==> config.mk <==
export PLATFORM = sky130hd
export DESIGN_NAME = pipelined_rca
export DESIGN_NICKNAME = d
export VERILOG_FILES = /design/src/rtl/pipelined_rca_pkg.sv /design/src/rtl/pipelined_rca_slice.sv /design/src/rtl/pipelined_rca.sv
export SDC_FILE = /design/constraint.sdc
export NUM_CORES = 1
export LEC_CHECK = 0
export BUFFER_PORTS_ARGS = -buffer_cell sky130_fd_sc_hd__buf_4
export CORE_ASPECT_RATIO = 0.7
export CORE_MARGIN = 4
export CORE_UTILIZATION = 45
export DETAILED_ROUTE_END_ITERATION = 10
export SLEW_MARGIN = 20
export SYNTH_ARGS = -nofsm -noshare
export SYNTH_HDL_FRONTEND = slang
export SYNTH_SLANG_ARGS = --single-unit
==> constraint.sdc <==
create_clock -name clk -period 16.2 [get_ports clk]
set_input_delay 0 -clock clk [delete_from_list [all_inputs] [get_ports clk]]
set_output_delay 0 -clock clk [all_outputs]
set_load 0.01 [all_outputs]
==> src/rtl/pipelined_rca_pkg.sv <==
// Shared types and helpers for the pipelined ripple-carry adder/subtractor.
package pipelined_rca_pkg;

   // Operation carried alongside each beat through the pipe.
   typedef enum logic {
      OP_ADD = 1'b0,
      OP_SUB = 1'b1
   } op_e;

   // Two's complement overflow: carry into the MSB disagrees with carry out of it.
   function automatic logic signed_ovf(input logic c_into_msb, input logic c_out_msb);
      return c_into_msb ^ c_out_msb;
   endfunction

endpackage : pipelined_rca_pkg

==> src/rtl/pipelined_rca_slice.sv <==
// Combinational building blocks: a one-bit full adder and an SW-bit ripple slice.

module full_adder (
   input  logic a,
   input  logic b,
   input  logic ci,
   output logic s,
   output logic co
);
   assign s  = a ^ b ^ ci;
   assign co = (a & b) | (ci & (a ^ b));
endmodule : full_adder

// SW-bit ripple adder built from a chain of full adders.
// c_msb is the carry into the slice MSB, used for signed overflow on the top slice.
module rca_slice #(
   parameter int SW = 8
) (
   input  logic [SW-1:0] a,
   input  logic [SW-1:0] b,
   input  logic          ci,
   output logic [SW-1:0] s,
   output logic          co,
   output logic          c_msb
);
   // carry_chain[i] is the carry into bit i; carry_chain[SW] leaves the slice
   logic [SW:0] carry_chain;

   assign carry_chain[0] = ci;

   for (genvar gi = 0; gi < SW; gi++) begin : g_bit
      full_adder u_fa (
         .a  (a[gi]),
         .b  (b[gi]),
         .ci (carry_chain[gi]),
         .s  (s[gi]),
         .co (carry_chain[gi+1])
      );
   end

   assign co    = carry_chain[SW];
   assign c_msb = carry_chain[SW-1];
endmodule : rca_slice

==> src/rtl/pipelined_rca.sv <==
// Pipelined ripple-carry adder/subtractor with valid/ready flow control.
// Stage k adds operand slice k; upper operand slices ride along in shrinking
// skew registers, finished low result slices in growing deskew registers, so
// the last stage holds the full result together with carry-out and overflow.
module pipelined_rca
   import pipelined_rca_pkg::*;
#(
   parameter int WIDTH  = 32,
   parameter int STAGES = 4
) (
   input  logic             clk,
   input  logic             rst,
   input  logic             in_valid,
   output logic             in_ready,
   input  logic             sub,
   input  logic [WIDTH-1:0] a,
   input  logic [WIDTH-1:0] b,
   input  logic             ci,
   output logic             out_valid,
   input  logic             out_ready,
   output logic [WIDTH-1:0] s,
   output logic             c,
   output logic             ovf
);
   localparam int SW = WIDTH / STAGES;

   // Geometry must split evenly into at least one slice per stage.
   if ((STAGES < 1) || (STAGES > WIDTH) || ((WIDTH % STAGES) != 0)) begin : g_bad_cfg
      $error("pipelined_rca: WIDTH must be a multiple of STAGES with 1 <= STAGES <= WIDTH");
   end

   // One enable moves every stage at once; a held output freezes the whole pipe.
   logic advance;

   assign advance  = ~out_valid | out_ready;
   assign in_ready = advance;

   for (genvar gi = 0; gi < STAGES; gi++) begin : g_stage
      // Number of low result bits finished once this stage has registered.
      localparam int DONE = (gi + 1) * SW;

      logic [SW-1:0]   op_a;
      logic [SW-1:0]   op_b_raw;
      logic [SW-1:0]   op_b;
      logic [SW-1:0]   sl_s;
      logic            cin;
      logic            sl_co;
      logic            sl_cmsb;
      logic            valid_in;
      op_e             mode_in;
      logic [DONE-1:0] sum_d;

      logic            valid_q;
      logic            carry_q;
      logic [DONE-1:0] sum_q;

      if (gi == 0) begin : g_in
         // First stage reads the ports directly; subtraction borrow-in becomes ~ci.
         assign op_a     = a[SW-1:0];
         assign op_b_raw = b[SW-1:0];
         assign mode_in  = sub ? OP_SUB : OP_ADD;
         assign cin      = ci ^ (mode_in == OP_SUB);
         assign valid_in = in_valid;
         assign sum_d    = sl_s;
      end else begin : g_in
         // Later stages pick the next slice off the previous stage's skew registers.
         assign op_a     = g_stage[gi-1].g_fwd.a_q[SW-1:0];
         assign op_b_raw = g_stage[gi-1].g_fwd.b_q[SW-1:0];
         assign mode_in  = g_stage[gi-1].g_fwd.mode_q;
         assign cin      = g_stage[gi-1].carry_q;
         assign valid_in = g_stage[gi-1].valid_q;
         assign sum_d    = {sl_s, g_stage[gi-1].sum_q};
      end

      // Subtraction adds the one's complement of B; inversion happens slice by slice.
      assign op_b = op_b_raw ^ {SW{mode_in == OP_SUB}};

      rca_slice #(
         .SW (SW)
      ) u_slice (
         .a     (op_a),
         .b     (op_b),
         .ci    (cin),
         .s     (sl_s),
         .co    (sl_co),
         .c_msb (sl_cmsb)
      );

      // Valid bit, inter-slice carry and finished result bits advance together.
      always_ff @(posedge clk or posedge rst) begin
         if (rst) begin
            valid_q <= 1'b0;
            carry_q <= 1'b0;
            sum_q   <= '0;
         end else if (advance) begin
            valid_q <= valid_in;
            carry_q <= sl_co;
            sum_q   <= sum_d;
         end
      end

      if (gi < STAGES - 1) begin : g_fwd
         // Operand bits not yet consumed, plus the beat's mode, for later stages.
         localparam int OW = WIDTH - DONE;

         logic [OW-1:0] a_d;
         logic [OW-1:0] b_d;
         logic [OW-1:0] a_q;
         logic [OW-1:0] b_q;
         op_e           mode_q;
         logic          cmsb_unused;

         // Only the top slice's MSB carry feeds overflow.
         assign cmsb_unused = sl_cmsb;

         if (gi == 0) begin : g_src
            assign a_d = a[WIDTH-1:SW];
            assign b_d = b[WIDTH-1:SW];
         end else begin : g_src
            assign a_d = g_stage[gi-1].g_fwd.a_q[OW+SW-1:SW];
            assign b_d = g_stage[gi-1].g_fwd.b_q[OW+SW-1:SW];
         end

         // Skew registers delay upper operand slices until their stage comes up.
         always_ff @(posedge clk or posedge rst) begin
            if (rst) begin
               a_q    <= '0;
               b_q    <= '0;
               mode_q <= OP_ADD;
            end else if (advance) begin
               a_q    <= a_d;
               b_q    <= b_d;
               mode_q <= mode_in;
            end
         end
      end else begin : g_last
         logic ovf_q;

         // Overflow is taken from the top slice as it finishes.
         always_ff @(posedge clk or posedge rst) begin
            if (rst) begin
               ovf_q <= 1'b0;
            end else if (advance) begin
               ovf_q <= signed_ovf(sl_cmsb, sl_co);
            end
         end
      end
   end

   assign out_valid = g_stage[STAGES-1].valid_q;
   assign s         = g_stage[STAGES-1].sum_q;
   assign c         = g_stage[STAGES-1].carry_q;
   assign ovf       = g_stage[STAGES-1].g_last.ovf_q;

endmodule : pipelined_rca

==> flow_summary.toml <==
[outcome]
status = "finished clean"

[routing]
drc = 0
routed_wl_mm = 15.14
dr.pass1.iters = 4
detail-route-antenna-nets = 0
viasPerCell = 4.878
avgRoutedWirePerCell_um = 16.21
vias = 4556
drt_iter0_drc = 222

[layout]
layout_common_cells = "188 x dfrtp_1, 107 x buf_4, 81 x mux2_4, 81 x mux2_2, 55 x dlygate4sd3_1"
layout-drive-gt1-share = 0.4341
area_growth_pct = 24.67
seq_area_um2 = 4705
final_cells = 934
final_common_cell = "dfrtp_1"
antenna-diode-count = 0
final_nets = 787
fillers = 1462
multiInputGateArea_um2 = 3400

[yosys]
synth_area_leaders = "dfrtp_1 56%, mux2_4 14%, mux2_2 11%"
synth_warnings = 0
synth_cells = 533
seq_area_frac_synth = 0.5557
netlist_area_um2 = 8466
synth.distinct_cells = 14
synth_top_area_share = 0.5557
yosysTopAreaCell = "dfrtp_1"
syn_area_per_cell_um2 = 15.88
syn-num-nets = 635
yosys_register_bits = 188

[timing]
max_slew.worst_pin.slew_ps = 1069
finalHoldViolCount = 0
setup-violations-final = 0
skew_ps = 10.29
whs_ps = 23.33
relSlewSlack = 0.2875
maxSlewViolCount = 0
fin_crit_sh = 0.2800
rsz0062_at_grt = "false"
min_period_ps = 4536
tns_ps = 0
fmax_mhz = 220.5

[grt]
grt_pass1_wl_mm = 25.19
overflow = 0
grt_use_total = 0.1527
grt_pass1_vias = 4919
antenna_found_initial = 0
grt_max_degree = 110

[power]
power_switching_share = 0.3057
comb_power_share = 0.382
peakVddDrop_mv = 0.08174
power_switching_uw = 633.2
p_leak_nw = 4.842
power_frac_seq = 0.398
p_clk_frac = 0.221
internal_power_mw = 1.438
p_per_area_nw_per_um2 = 196.3

[flow_run]
cap_violations = 0

[clocking]
cts_setup_buffers = 0
clk_latency_ps = 430
cts-buffers-inserted = 17
cts_root_buf = "clkbuf_16"
cts_resized = 0
clk_pin_slew_worst_paths_ps = 70
cts_buffer_depth = 2
cts_tree = "built"
clock_sinks = 188
htree_levels = 4

[worst_setup_path]
arrival_ps = 4840
start_kind = "flip-flop"
criticalPathCategory = "reg -> reg"
r2r_end = "g_stage[2].sum_q[23]"
critPathCaptureType = "flip-flop"
ff2ff_setup_slack_ps = 11660
critPathRequiredTime_ps = 16500
cp_max_fo = 10
r2r_cells = 12
r2r_start = "g_stage[1].g_fwd.mode_q"

[hold_path]
hp-class = "in -> reg"
min-delay-start = "a[3]"
whs_endpoint = "g_stage[0].sum_q[3]"
holdPathStages = 4

[die]
placement_rows = 41
die-area_um2 = 21110
io_pins = 106
start_util = 0.4636
coreArea_um2 = 18260
die_h_um = 122.8
die_x_um = 171.9

[placed_design]
dp.cells = 847
gp_congestion = 0.7096
place_hpwl_mm = 9.587
io_buffers = 105
-- metal layers --
metal	part of all wire	wire length, um	GRT usage	vias up
met3	0.047	705	0.04733	8
li1	-	-	-	2108
met5	0	0	0	-
met1	0.50	7526	0.2253	2365
met2	0.45	6803	0.2227	75
met4	0.0068	103	0.03584	0
-- kinds of logic (layout without fill, tap and decap cells) --
family,Yosys count,in the layout,synth area share
AO/OA/AOI/OAI,25,25,0.01478
XOR/XNOR,34,34,0.03518
adder cells (fa/ha/maj),32,32,0.07567
buffers and inverters,65,230,0.04271
flip-flops,188,188,0.5557
multiplexers,162,162,0.2514
AND/OR/NAND/NOR,27,27,0.02453
-- worst max-delay path, cell delays in order, from the launching register on --
cell	delay, ps
dfrtp_1	660
xor2_1	250
fa_1	200
inv_1	50
fa_1	410
fa_1	420
fa_1	420
fa_1	430
fa_1	440
fa_1	400
inv_1	80
fa_1	410
mux2_4	260
-- power by group through the flow --
stage	Combinational (mW)	Clock, mW	Sequential, mW
after CTS	0.812	0.469	0.828
after floorplan	0.618	0	0.791
after global placement	0.774	0	0.827
final	0.790	0.457	0.824
after detailed placement	0.795	0	0.834
after global routing	0.894	0.491	0.852
-- state kept, by name, indices dropped and copies added, names as in the netlist --
| register | flops |
|---|---|
| out_valid | 1 |
| g_stage.valid_q | 3 |
| g_stage.sum_q | 48 |
| g_stage.g_fwd.a_q | 48 |
| ovf | 1 |
| g_stage.g_fwd.b_q | 48 |
| g_stage.g_fwd.mode_q | 3 |
| s | 32 |
| c | 1 |
| g_stage.carry_q | 3 |
-- cells in the mapped netlist --
cell and count:
dfrtp_1 188, mux2_2 81, mux2_4 81, inv_1 35, fa_1 32, xnor2_1 27
a21oi_1 25, nor3b_1 25, buf_6 14, buf_2 10, xor2_1 7, clkbuf_1 6
nand2b_1 1, nand2b_4 1
-- repair_timing --
item | in CTS | in global routing
hold endpoints to repair | 162 | 0
setup endpoints to repair | 0 | 0
hold buffers | 55 | 0
-- worst max-delay path by stage --
stage | startpoint | to
CTS | g_stage[1].g_fwd.mode_q | g_stage[2].sum_q[23]
global route | g_stage[1].g_fwd.mode_q | g_stage[2].sum_q[23]
global placement | g_stage[0].g_fwd.mode_q | g_stage[1].sum_q[15]
detailed placement | g_stage[1].g_fwd.mode_q | g_stage[2].sum_q[23]
finish | g_stage[1].g_fwd.mode_q | g_stage[2].sum_q[23]
floorplan | rst | c
-- stage by stage --
stage	utilization	setup WS [ps]	area, um2	power, mW
6_report	0.5779	11660	10550	2.071
5_1_grt	0.5779	11420	10550	2.238
4_1_cts	0.5777	11590	10550	2.109
3_5_place_dp	0.5119	11610	9349	1.629
3_3_place_gp	0.5119	11700	9349	1.602
2_1_floorplan	-	11090	8466	1.409
-- layout make-up --
cell class,count,area share
Clock buffer,19,0.04197
Clock inverter,13,0.01968
Inverter,35,0.01316
Multi-Input combinational cell,280,0.3221
Sequential cell,188,0.4458
Tap cell,236,0.02798
Timing Repair Buffer,163,0.1293
Note: power is estimated with default switching activity, not from simulation.
